==> src/rtl/fifo_rr_drain.sv <==
// -----------------------------------------------------------------------------
// fifo_rr_drain
//
// Consumer stage for a bank of FIFOs. Pops at most one entry per cycle from
// the FIFOs in round-robin order and merges them into a single valid/ready
// stream. A 2-entry skid buffer sits between the FIFO read side and the
// consumer, so fifo_rd_en never depends combinationally on out_ready.
//
// Ports:
//   clk         rising-edge clock
//   rst         asynchronous active-low reset
//   fifo_dout   packed FIFO heads, slice i belongs to FIFO i
//   fifo_empty  per-FIFO empty flags
//   fifo_rd_en  one-hot (or zero) pop strobe to the FIFOs
//   out_data    head entry of the skid buffer
//   out_src     index of the FIFO the head entry came from
//   out_valid   skid buffer holds at least one entry
//   out_ready   consumer accepts the head when out_valid is also high
//   flush       synchronous clear of buffer, pointer and pop counter
//   pop_count   number of pops since reset/flush, wraps at 2^16
// -----------------------------------------------------------------------------
module fifo_rr_drain #(
    parameter int N_FIFOS   = 4,
    parameter int DWIDTH    = 16,
    parameter int IDX_WIDTH = 2
) (
    input  logic                         clk,
    input  logic                         rst,
    input  logic [N_FIFOS*DWIDTH-1:0]    fifo_dout,
    input  logic [N_FIFOS-1:0]           fifo_empty,
    output logic [N_FIFOS-1:0]           fifo_rd_en,
    output logic [DWIDTH-1:0]            out_data,
    output logic [IDX_WIDTH-1:0]         out_src,
    output logic                         out_valid,
    input  logic                         out_ready,
    input  logic                         flush,
    output logic [15:0]                  pop_count
);

    typedef enum logic [1:0] {
        OCC_EMPTY = 2'd0,
        OCC_ONE   = 2'd1,
        OCC_TWO   = 2'd2
    } occ_e;

    // Pointer value that gives FIFO 0 first priority.
    localparam logic [IDX_WIDTH-1:0] LAST_RST = IDX_WIDTH'(N_FIFOS - 1);

    occ_e                   occ_r, occ_n_s;
    logic [DWIDTH-1:0]      data0_r, data0_n_s;
    logic [DWIDTH-1:0]      data1_r, data1_n_s;
    logic [IDX_WIDTH-1:0]   src0_r, src0_n_s;
    logic [IDX_WIDTH-1:0]   src1_r, src1_n_s;
    logic [IDX_WIDTH-1:0]   last_r, last_n_s;
    logic [15:0]            cnt_r, cnt_n_s;

    logic                   hi_found_s, lo_found_s;
    logic [IDX_WIDTH-1:0]   hi_idx_s, lo_idx_s;
    logic                   grant_valid_s;
    logic [IDX_WIDTH-1:0]   grant_idx_s;
    logic [DWIDTH-1:0]      grant_data_s;
    logic                   pop_s;
    logic                   drain_s;

    // Round-robin search: lowest non-empty index above last wins; otherwise
    // wrap around to the lowest non-empty index at or below last. Scanning
    // downward makes the final assignment the lowest index in each half.
    always_comb begin
        hi_found_s = 1'b0;
        lo_found_s = 1'b0;
        hi_idx_s   = {IDX_WIDTH{1'b0}};
        lo_idx_s   = {IDX_WIDTH{1'b0}};
        for (int i = N_FIFOS - 1; i >= 0; i--) begin
            if (!fifo_empty[i] && (IDX_WIDTH'(i) > last_r)) begin
                hi_found_s = 1'b1;
                hi_idx_s   = IDX_WIDTH'(i);
            end else if (!fifo_empty[i]) begin
                lo_found_s = 1'b1;
                lo_idx_s   = IDX_WIDTH'(i);
            end else begin
                hi_found_s = hi_found_s;
            end
        end
        grant_valid_s = hi_found_s | lo_found_s;
        grant_idx_s   = hi_found_s ? hi_idx_s : lo_idx_s;
    end

    // Select the granted FIFO's head entry.
    always_comb begin
        grant_data_s = {DWIDTH{1'b0}};
        for (int i = 0; i < N_FIFOS; i++) begin
            grant_data_s = grant_data_s |
                ((grant_idx_s == IDX_WIDTH'(i)) ? fifo_dout[i*DWIDTH +: DWIDTH]
                                                : {DWIDTH{1'b0}});
        end
    end

    // Pop decision uses only occupancy, empties, pointer, flush and reset so
    // out_ready never reaches fifo_rd_en combinationally.
    always_comb begin
        pop_s      = rst && grant_valid_s && (occ_r != OCC_TWO) && !flush;
        drain_s    = out_valid && out_ready;
        fifo_rd_en = {N_FIFOS{1'b0}};
        for (int i = 0; i < N_FIFOS; i++) begin
            fifo_rd_en[i] = pop_s && (grant_idx_s == IDX_WIDTH'(i));
        end
    end

    // Next-state for the skid buffer, arbitration pointer and pop counter.
    always_comb begin
        occ_n_s   = occ_r;
        data0_n_s = data0_r;
        data1_n_s = data1_r;
        src0_n_s  = src0_r;
        src1_n_s  = src1_r;
        last_n_s  = last_r;
        cnt_n_s   = cnt_r;
        if (flush) begin
            // A drain this cycle is still seen by the consumer; its entry is
            // simply dropped together with the rest of the buffer.
            occ_n_s  = OCC_EMPTY;
            last_n_s = LAST_RST;
            cnt_n_s  = 16'd0;
        end else begin
            case ({pop_s, drain_s})
                2'b10: begin
                    last_n_s = grant_idx_s;
                    cnt_n_s  = cnt_r + 16'd1;
                    if (occ_r == OCC_EMPTY) begin
                        data0_n_s = grant_data_s;
                        src0_n_s  = grant_idx_s;
                        occ_n_s   = OCC_ONE;
                    end else begin
                        data1_n_s = grant_data_s;
                        src1_n_s  = grant_idx_s;
                        occ_n_s   = OCC_TWO;
                    end
                end
                2'b01: begin
                    data0_n_s = data1_r;
                    src0_n_s  = src1_r;
                    occ_n_s   = (occ_r == OCC_TWO) ? OCC_ONE : OCC_EMPTY;
                end
                2'b11: begin
                    // Pop requires occ<2 and drain requires occ>0, so this is
                    // only reachable with one entry buffered; the occ=2 arm
                    // is kept for completeness.
                    last_n_s = grant_idx_s;
                    cnt_n_s  = cnt_r + 16'd1;
                    if (occ_r == OCC_TWO) begin
                        data0_n_s = data1_r;
                        src0_n_s  = src1_r;
                        data1_n_s = grant_data_s;
                        src1_n_s  = grant_idx_s;
                    end else begin
                        data0_n_s = grant_data_s;
                        src0_n_s  = grant_idx_s;
                    end
                end
                default: begin
                    occ_n_s = occ_r;
                end
            endcase
        end
    end

    // State registers with asynchronous reset.
    always_ff @(posedge clk or negedge rst) begin
        if (!rst) begin
            occ_r   <= OCC_EMPTY;
            data0_r <= {DWIDTH{1'b0}};
            data1_r <= {DWIDTH{1'b0}};
            src0_r  <= {IDX_WIDTH{1'b0}};
            src1_r  <= {IDX_WIDTH{1'b0}};
            last_r  <= LAST_RST;
            cnt_r   <= 16'd0;
        end else begin
            occ_r   <= occ_n_s;
            data0_r <= data0_n_s;
            data1_r <= data1_n_s;
            src0_r  <= src0_n_s;
            src1_r  <= src1_n_s;
            last_r  <= last_n_s;
            cnt_r   <= cnt_n_s;
        end
    end

    assign out_valid = (occ_r != OCC_EMPTY);
    assign out_data  = data0_r;
    assign out_src   = src0_r;
    assign pop_count = cnt_r;

endmodule

==> config.mk <==
export PLATFORM = sky130hd
export DESIGN_NAME = fifo_rr_drain
export DESIGN_NICKNAME = d
export VERILOG_FILES = /design/src/rtl/fifo_rr_drain.sv
export SDC_FILE = /design/constraint.sdc
export NUM_CORES = 1
export LEC_CHECK = 0
export ABC_CLOCK_PERIOD_IN_PS = 4330
export BUFFER_PORTS_ARGS = -buffer_cell sky130_fd_sc_hd__buf_2
export CORE_ASPECT_RATIO = 1.75
export CORE_MARGIN = 3
export CORE_UTILIZATION = 30
export CTS_BUF_LIST = sky130_fd_sc_hd__clkbuf_8
export CTS_CLUSTER_SIZE = 30
export DETAILED_ROUTE_END_ITERATION = 16
export PLACE_DENSITY_LB_ADDON = 0.25
export SLEW_MARGIN = 20
export SYNTH_ARGS = -nofsm -noshare
export SYNTH_HDL_FRONTEND = slang
export SYNTH_SLANG_ARGS = --single-unit
==> constraint.sdc <==
create_clock -name clk -period 4.33 [get_ports clk]
set_clock_uncertainty 0.1 [all_clocks]
set_input_delay 0.2165 -clock clk [delete_from_list [all_inputs] [get_ports clk]]
set_output_delay 0.2165 -clock clk [all_outputs]
set_load 0.05 [all_outputs]
* Word level (Yosys, flattened, before mapping)
Cells that the tools add are included.
** Storage, ports and cells
- Logic and storage cells :: 104
- Output and inout bits :: 39
- Bits of input ports :: 72
- Register bits :: 56
** Cells by class
- Bitwise gates (word level) :: 5
- Reductions and logical operators :: 27
- Add/sub/neg operators :: 1
- Magnitude comparators :: 4
- Multiplexer cells :: 49
- Equal/unequal tests :: 11
** Operators with widths (number)
- 16-bit two-way mux :: 10
- 16-bit bitwise OR :: 3
- 16-bit one-hot mux with 3 select lines :: 1
- 2-bit two-way mux :: 21
- 16-bit one-hot mux with 2 select lines :: 1
- 16-bit by 1-bit adder with 16-bit output (second input constant) :: 1
- 1-bit two-way mux :: 13
- 1-bit logical AND :: 12
- 2-bit == test (second input constant) :: 5
- 2-bit inequality test (second input constant) :: 4
- 2-bit one-hot mux with 2 select lines :: 2
- 2-bit one-hot mux with 3 select lines :: 1
- 2-bit nonzero test :: 3
- 3-bit nonzero test :: 2
- 1-bit zero test :: 5
- 2-bit by 1-bit == test with 1-bit output (second input constant) :: 2
- 1-bit by 2-bit greater-than comparator with 1-bit output (first input constant) :: 2
- 2-bit greater-than comparator (first input constant) :: 2
- 2-bit zero test :: 2
- 4-bit AND reduction :: 1
- 3-bit AND reduction :: 1
- 2-bit OR reduction :: 1
- 1-bit inverter :: 1
- 1-bit bitwise OR :: 1

* Depth between registers and ports, before layout
Gate-level depths: netlist of the first run.
- Word-level depth :: 17
- Gate-level depth with buffers :: 8

* Least setup slack after synthesis of the first run
No wires, ideal clock.
- Kind :: reg-to-output
- Start :: reg last_r[0]
- End :: out fifo_rd_en[0]
- Stages on the path, launching flop included :: 7
- Slack :: 1.366 ns
- Arrival :: 2.647 ns
- Required time :: 4.013 ns
- Cells stage by stage :: dfstp_2 > buf_2 > inv_1 > o311ai_1 > buf_2 > buf_2 > nor3b_1
** Between the ends
- Word-level cells in the longest chain between the ends :: 14
- Elaborated cells on any way between the ends :: 37
- Those cells by class :: order compare (4); mux (23); bitwise (1); reduce/logical (9)
** Ends and longest elaborated chain
- start: declaration :: RTL line 54 : logic [IDX_WIDTH-1:0] last_r, last_n_s;
- start signal: assignment :: RTL line 183 : last_r <= last_n_s;
- 2-bit greater-than comparator :: RTL line 74 : if (!fifo_empty[i] && (IDX_WIDTH'(i) > last_r)) begin
- 1-bit logical AND :: RTL line 74
- 1-bit two-way mux :: RTL line 74
- 1-bit two-way mux :: RTL line 77 : end else if (!fifo_empty[i]) begin
- 1-bit two-way mux :: RTL line 74
- 1-bit two-way mux :: RTL line 77
- 1-bit two-way mux :: RTL line 74
- 1-bit two-way mux :: RTL line 77
- 1-bit two-way mux :: RTL line 74
- 1-bit bitwise OR :: RTL line 84 : grant_valid_s = hi_found_s | lo_found_s;
- 1-bit logical AND (3 in series) :: RTL line 101 : pop_s = rst && grant_valid_s && (occ_r != OCC_TWO) && !flush;
- 1-bit logical AND * :: RTL line 105 : fifo_rd_en[i] = pop_s && (grant_idx_s == IDX_WIDTH'(i));
- end: declaration :: RTL line 31 : output logic [N_FIFOS-1:0] fifo_rd_en,
Every way passes the cells marked *; elsewhere a longest branch is shown, timed or not.

* Worst setup path in the final report of the first run
- Start :: reg last_r[0]
- End :: out fifo_rd_en[3]
Same word-level chain as after synthesis.

==> impl_metrics.csv, run 1 <==
group,metric,value,unit
finish,area_growth,21.6,%
sta,period_share,67.5,%
finish,finalInstanceArea,0.00422,sq mm
routing,drt_first_pass_iters,5,
setup_path,critical_path_class,"reg -> out",
synth,synthMuxAreaShare,1.80,%
outcome,outcome,"finished, final reports clean",
synth,synth_xor_area_share,3.79,%
clock_tree,root_buffer,"clkbuf_8",
setup_path,required,4.01,ns
hold_path,hold_path_class,"in -> reg",
synth,syn_nets,460,
global_routing,grt_max_degree,43,
power_and_ir_drop,leakage,1.90,nW
global_routing,grt_pass1_vias,3515,
place,routabilityCongestion,0.848,
synth,synthCells,387,
setup_path,r2r_setup_slack,1.96,ns
sta,drv_slew,0,
synth,synth_compound_area_share,25.5,%
floorplan,dieArea,0.0129,sq mm
sta,layout_setup_ws,1.41,ns
synth,synthAdderAreaFrac,0.649,%
sta,period_needed,2.92,ns
finish,drive_gt1_share,29.6,%
synth,ys_ff_latch,56,
synth,syn_area,0.00347,sq mm
clock_tree,cts_tree,"yes",
job,max_cap_violations,0,
setup_path,startpoint,"last_r[0]",
synth,ys_seq_area_share,40.5,%
floorplan,io_pins,111,
routing,routed_wl,11200,um
setup_path,cp-end-kind,"output pin",
finish,final_util,37.5,%
synth,yosys_most_used_dff,"dfrtp_1",
sta,worstMarginPinSlew,0.946,ns
routing,route.detailed.drc,0,
hold_path,min_from,"fifo_dout[2]",
setup_path,startpoint_type,"flip-flop",
synth,synth_edf_count,0,
synth,yosys.area.top_type_share,39.0,%
synth,synth.distinct_cells,54,
synth,synth_top_family_by_area,"compound AO/OA/AOI/OAI gates",
synth,synthSimpleGateAreaFrac,22.3,%
clock_tree,cts_buffer_depth,2,
power_and_ir_drop,vdd_drop_max,0.183,mV
hold_path,worstHoldPathCells,3,
routing,highest-signal-layer,"met4",
clock_tree,cts_setup_buffers,0,
synth,yosysWarnings,0,
routing,antenna_left,0,
routing,wirelength_met1,4230,um
sta,hold_viol,0,
place,dpl.hpwl,8300,um
setup_path,crit_slowest_cell,"a21oi_1",
clock_tree,htreeDepth,2,
synth,yosys.area.top_type,"dfrtp_1",
routing,wl_met2,5790,um
setup_path,cp.arrival,2.61,ns
setup_path,path_cells,"nand2b_1 -> a21oi_1 -> or2_1 -> nor3b_1 -> buf_2",
clock_tree,cts.reportedPaths.clkPinSlew,0.11,ns
global_routing,grt_first_pass_wirelength,17900,um
setup_path,slowest_delay,0.72,ns
floorplan,die_y,148,um
clock_tree,clock-sinks,56,
global_routing,antenna_found_initial,1,
floorplan,dieWidth,87.3,um
sta,slew_headroom,36.9,%
place,portBuffers,110,
routing,vias,3407,
sta,setup_viol,0,
global_routing,globalRouteOverflowTotal,0,
routing,wl_met3,593,um
setup_path,r2r_cells,5,
place,dpl-instance-area,0.00410,sq mm
finish,nets,552,
place,dp_slack,1.69,ns
floorplan,rows,51,
setup_path,r2r-start,"last_r[1]",
sta,rsz0062_at_grt,"false",
synth,avgSynthCellArea,8.96,sq um
sta,fmax,0.342,GHz
routing,viasPerCell,5.56,
routing,first_iter_violations,210,
synth,synth_area_leaders,"dfrtp_1, a21oi_1, nand4_1, nor2_1, o21a_1",
hold_path,hold-path-endpoint,"data1_r[2]",
sta,tns,0,ns
setup_path,critPathTopFamily,"compound AO/OA/AOI/OAI gates",
setup_path,timing.rr.end,"data1_r[3]",
synth,synth-async-reset-ratio,100,%
routing,detail_route.wl_per_cell,18.2,um
clock_tree,clock_latency,0.32,ns
power_and_ir_drop,powerDensity,395,mW/mm^2
setup_path,crit_buf_inv,1,
floorplan,initial_core_util,30.9,%
setup_path,crit_fanout,12,
floorplan,core_area,0.0112,sq mm
global_routing,grt_usage,17.5,%
clock_tree,cts_buffers,5,
-- Yosys cell counts, drive strengths merged, types with 3 or more instances --
cell / n
nand4: 20
xnor2: 6
a31oi: 7
nor3b: 3
o32a: 6
o22ai: 5
o31ai: 4
nor3: 19
a21oi: 30
o21a: 16
nor2b: 13
clkbuf: 20
and2: 8
a32o: 6
a21o: 3
mux2i: 4
o31a: 6
a221oi: 5
and4: 4
inv: 7
buf: 14
dfrtp: 54
nand3: 10
and3: 7
o21ai: 12
xor2: 9
a32oi: 5
nand2b: 3
nor2: 33
nand2: 23
a22o: 6
-- power by group --
group | switching [mW] | total, mW | leakage [nW] | internal, mW
Sequential | 0.0784 | 0.711 | 0.693 | 0.633
Clock | 0.176 | 0.346 | 0.0593 | 0.170
Combinational | 0.404 | 0.609 | 1.15 | 0.204
-- layer usage --
metal  vias to the layer above  global-route usage (%)
met5                         -                       0
met4                         0                    9.52
met3                        31                    2.61
met2                       127                    31.3
met1                      1634                    19.4
li1                       1615                       -
-- sequential cells by signal (all words and copies together), names as in the netlist --
signal     cells
out_src        2
last_r         2
out_data      16
pop_count     16
data1_r       16
occ_r          2
src1_r         2
-- cell type report --
cell class                 instances  area [sq um]
antenna                            1          2.50
inverter                           7          26.3
tap                              132           165
clock buffer                       5          68.8
fill                            1205          7010
multi-input combinational        290          1890
timing repair buffer             119           621
sequential                        56          1400
clock inverter                     3          38.8
-- cells in the final DEF, fill, tap and decap left out, types with 4 or more instances in the layout --
master    Yosys  layout
a21oi_1      29      29
a221oi_1      5       5
a22o_1        6       6
a31oi_1       7       7
a32o_1        6       6
a32oi_1       5       5
and2_1        8       8
and3_1        7       7
and4_1        4       4
buf_2         9     110
buf_4         3       8
clkbuf_8      0       5
dfrtp_1      54      54
inv_1         6       7
mux2i_1       4       4
nand2_1      23      23
nand3_1      10      10
nand4_1      20      20
nor2_1       33      33
nor2b_1      12      12
nor3_1       18      18
o21a_1       16      16
o21ai_0       8       8
o21ai_1       4       4
o22ai_1       4       4
o31a_1        6       6
o31ai_2       4       4
o32a_1        6       6
xnor2_1       6       6
xor2_1        9       9
-- worst max-delay path by stage --
stage	to	slack [ns]	cells past startpoint
2_1_floorplan	fifo_rd_en[0]	1.37	6
3_3_place_gp	fifo_rd_en[3]	1.67	6
3_5_place_dp	out_data[14]	1.69	6
4_1_cts	fifo_rd_en[3]	1.40	5
5_1_grt	fifo_rd_en[3]	1.22	5
6_report	fifo_rd_en[3]	1.41	5
-- per-stage QoR --
stage	instances	total power, mW	hold slack [ns]
after CTS	612	1.68	0.0373
final	613	1.67	0.0465
after global placement	603	1.32	0.125
after global routing	613	1.76	0.0631
after detailed placement	603	1.33	0.128
after floorplan	387	1.15	-0.179
-- cell families (layout without fill, tap and decap cells) --
kind of cell,Yosys count,count (layout)
buf+inv,41,134
compound gates,119,119
simple gates,148,148
mux,6,6
other cells,0,1
xor+xnor,15,15
fa+ha+maj,2,2
flops,56,56
-- worst min-delay path: cells and delay by family --
kind	cells	cell delay (ns)
buffers and inverters	1	0.11
AND/OR/NAND/NOR	1	0.05
AO/OA/AOI/OAI	1	0.07
-- timing repair --
action | CTS | global route
gates resized for setup | 0 | 0
endpoints found under the hold margin | 14 | 0
hold buffers | 1 | 0
(Power assumes the default switching activity.)
==> inputs of run 2 (changes only) <==
--- a/config.mk
+++ b/config.mk
@@ -5,7 +5,7 @@
 export SDC_FILE = /design/constraint.sdc
 export NUM_CORES = 1
 export LEC_CHECK = 0
-export ABC_CLOCK_PERIOD_IN_PS = 4330
+export ABC_CLOCK_PERIOD_IN_PS = 2400
 export BUFFER_PORTS_ARGS = -buffer_cell sky130_fd_sc_hd__buf_2
 export CORE_ASPECT_RATIO = 1.75
 export CORE_MARGIN = 3
==> constraint.sdc (replaced) <==
create_clock -name clk -period 2.4 [get_ports clk]
set_clock_uncertainty 0.1 [all_clocks]
set_input_delay 0.12 -clock clk [delete_from_list [all_inputs] [get_ports clk]]
set_output_delay 0.12 -clock clk [all_outputs]
set_load 0.05 [all_outputs]
==> run 2 against run 1 <==
Effect of this change:
- die area unchanged
- combinational power rose by 87%
- clock power grew 64%
- clock-buffer cell count stayed put
- critical path depth shrank 1
- largest power group unchanged
- non-clock buffer count rose by 17
- worst hold slack got worse by 0.036 ns
- sequential share of layout area down 1.5 points
- critical endpoint is now fifo_rd_en[0]
- register-to-register slack got worse by 1.8 ns
- final area is 4.7% higher
- routed wire length is 3.0% higher
- first-iteration DRC count down 12%
==> impl_metrics.csv, run 2 (synthesis gave the netlist of run 1 again) <==
group,metric,value,unit
routing,detail_route.wl_per_cell,18.3,um
sta,tns,0,ns
clock_tree,cts.reportedPaths.clkPinSlew,0.12,ns
floorplan,initial_core_util,30.9,%
power_and_ir_drop,total_power,2.99,mW
global_routing,grt_pass1_vias,3507,
setup_path,crit_fanout,9,
floorplan,dieArea,0.0129,sq mm
finish,antenna_cells,0,
floorplan,core_area,0.0112,sq mm
finish,final_cell_mix,"buf_2, dfrtp_1, nor2_1, a21oi_1, nand2_1",
setup_path,startpoint_type,"flip-flop",
routing,highest-signal-layer,"met4",
clock_tree,clock-sinks,56,
sta,hold_viol,0,
sta,layout_setup_ws,0.0934,ns
sta,fmax,0.434,GHz
routing,antenna_left,0,
place,dp_slack,0.0766,ns
global_routing,grt_usage,18.1,%
clock_tree,cts_tree,"yes",
outcome,outcome,"finished, final reports clean",
clock_tree,cts_buffers,5,
place,dpl.hpwl,8910,um
setup_path,cp.arrival,2.09,ns
sta,drv_slew,0,
clock_tree,clock_latency,0.33,ns
routing,route.detailed.drc,0,
routing,routed_wl,11500,um
global_routing,grt_max_degree,37,
setup_path,r2r_setup_slack,0.19,ns
sta,setup_viol,0,
finish,area_growth,27.3,%
setup_path,slowest_delay,0.65,ns
job,max_cap_violations,0,
routing,wl_met2,6340,um
sta,period_needed,2.31,ns
finish,nets,569,
power_and_ir_drop,leakage,1.99,nW
global_routing,antenna_found_initial,0,
setup_path,required,2.18,ns
floorplan,dieWidth,87.3,um
routing,wirelength_met1,4320,um
setup_path,path_cells,"inv_1 -> o311ai_4 -> nor3b_2 -> buf_2",
sta,rsz0062_at_grt,"false",
routing,wl_met3,547,um
global_routing,grt_first_pass_wirelength,18300,um
floorplan,die_y,148,um
floorplan,rows,51,
finish,layout_commonest_cell,"buf_2",
routing,drt_first_pass_iters,4,
sta,slew_headroom,36.9,%
power_and_ir_drop,vdd_drop_max,0.304,mV
power_and_ir_drop,powerDensity,677,mW/mm^2
place,routabilityCongestion,0.827,
global_routing,globalRouteOverflowTotal,0,
setup_path,cp-end-kind,"output pin",
sta,worstMarginPinSlew,0.943,ns
clock_tree,htreeDepth,2,
hold_path,hold_path_class,"in -> reg",
setup_path,crit_slowest_cell,"dfstp_2",
clock_tree,root_buffer,"clkbuf_8",
finish,drive_gt1_share,32.6,%
routing,first_iter_violations,184,
routing,vias,3422,
sta,period_share,96.1,%
place,portBuffers,110,
setup_path,critical_path_class,"reg -> out",
clock_tree,cts_buffer_depth,2,
routing,viasPerCell,5.44,
floorplan,io_pins,111,
clock_tree,cts_setup_buffers,0,
-- run 2: power breakdown --
group | switching, mW | internal [mW] | total, mW
clock network | 0.353 | 0.215 | 0.568
registers | 0.140 | 1.14 | 1.28
logic | 0.741 | 0.398 | 1.14
total | 1.23 | 1.75 | 2.99
-- run 2: routing by layer --
metal / GRT usage, % / vias to the layer above
li1: - / 1656
met3: 3.22 / 20
met5: 0 / -
met2: 33.3 / 84
met1: 20.1 / 1662
met4: 6.45 / 0
-- run 2: repair_timing --
item                                   CTS  global route
gates resized for setup                  2             4
setup endpoints to repair                1            11
endpoints found under the hold margin   27             0
hold buffers                             7             0
-- run 2: layout make-up --
| class | count | area, sq um |
|---|---|---|
| Clock buffer | 5 | 68.8 |
| Clock inverter | 3 | 27.5 |
| Fill cell | 1157 | 6820 |
| Inverter | 7 | 26.3 |
| Multi-Input combinational cell | 290 | 1940 |
| Sequential cell | 56 | 1400 |
| Tap cell | 132 | 165 |
| Timing Repair Buffer | 136 | 778 |
-- run 2: worst paths after layout --
check	from	to	cells past startpoint
max	last_r[0]	fifo_rd_en[0]	4
min	fifo_dout[53]	out_data[5]	3
max reg2reg	last_r[1]	out_data[10]	5
min reg2reg	out_src[0]	out_src[0]	2
max in group asynchronous	rst	out_data[8]	4
min in group asynchronous	rst	last_r[1]	3
-- run 2: metrics by stage --
stage / hold slack, ns / util [%] / cells / cell area (sq um)
after floorplan: -0.276 / - / 387 / 3490
after global placement: 0.119 / 37.5 / 614 / 4220
after detailed placement: 0.125 / 37.5 / 614 / 4220
after CTS: 0.00579 / 39.1 / 629 / 4390
after global routing: 0.00233 / 39.3 / 629 / 4410
final: 0.0109 / 39.3 / 629 / 4410
-- run 2: worst max-delay path: cells and delay by family, from the launching register on --
family                 cells  cell delay [ns]
AND/OR/NAND/NOR            1             0.22
AO/OA/AOI/OAI              1             0.43
flip-flops                 1             0.65
buffers and inverters      2             0.44
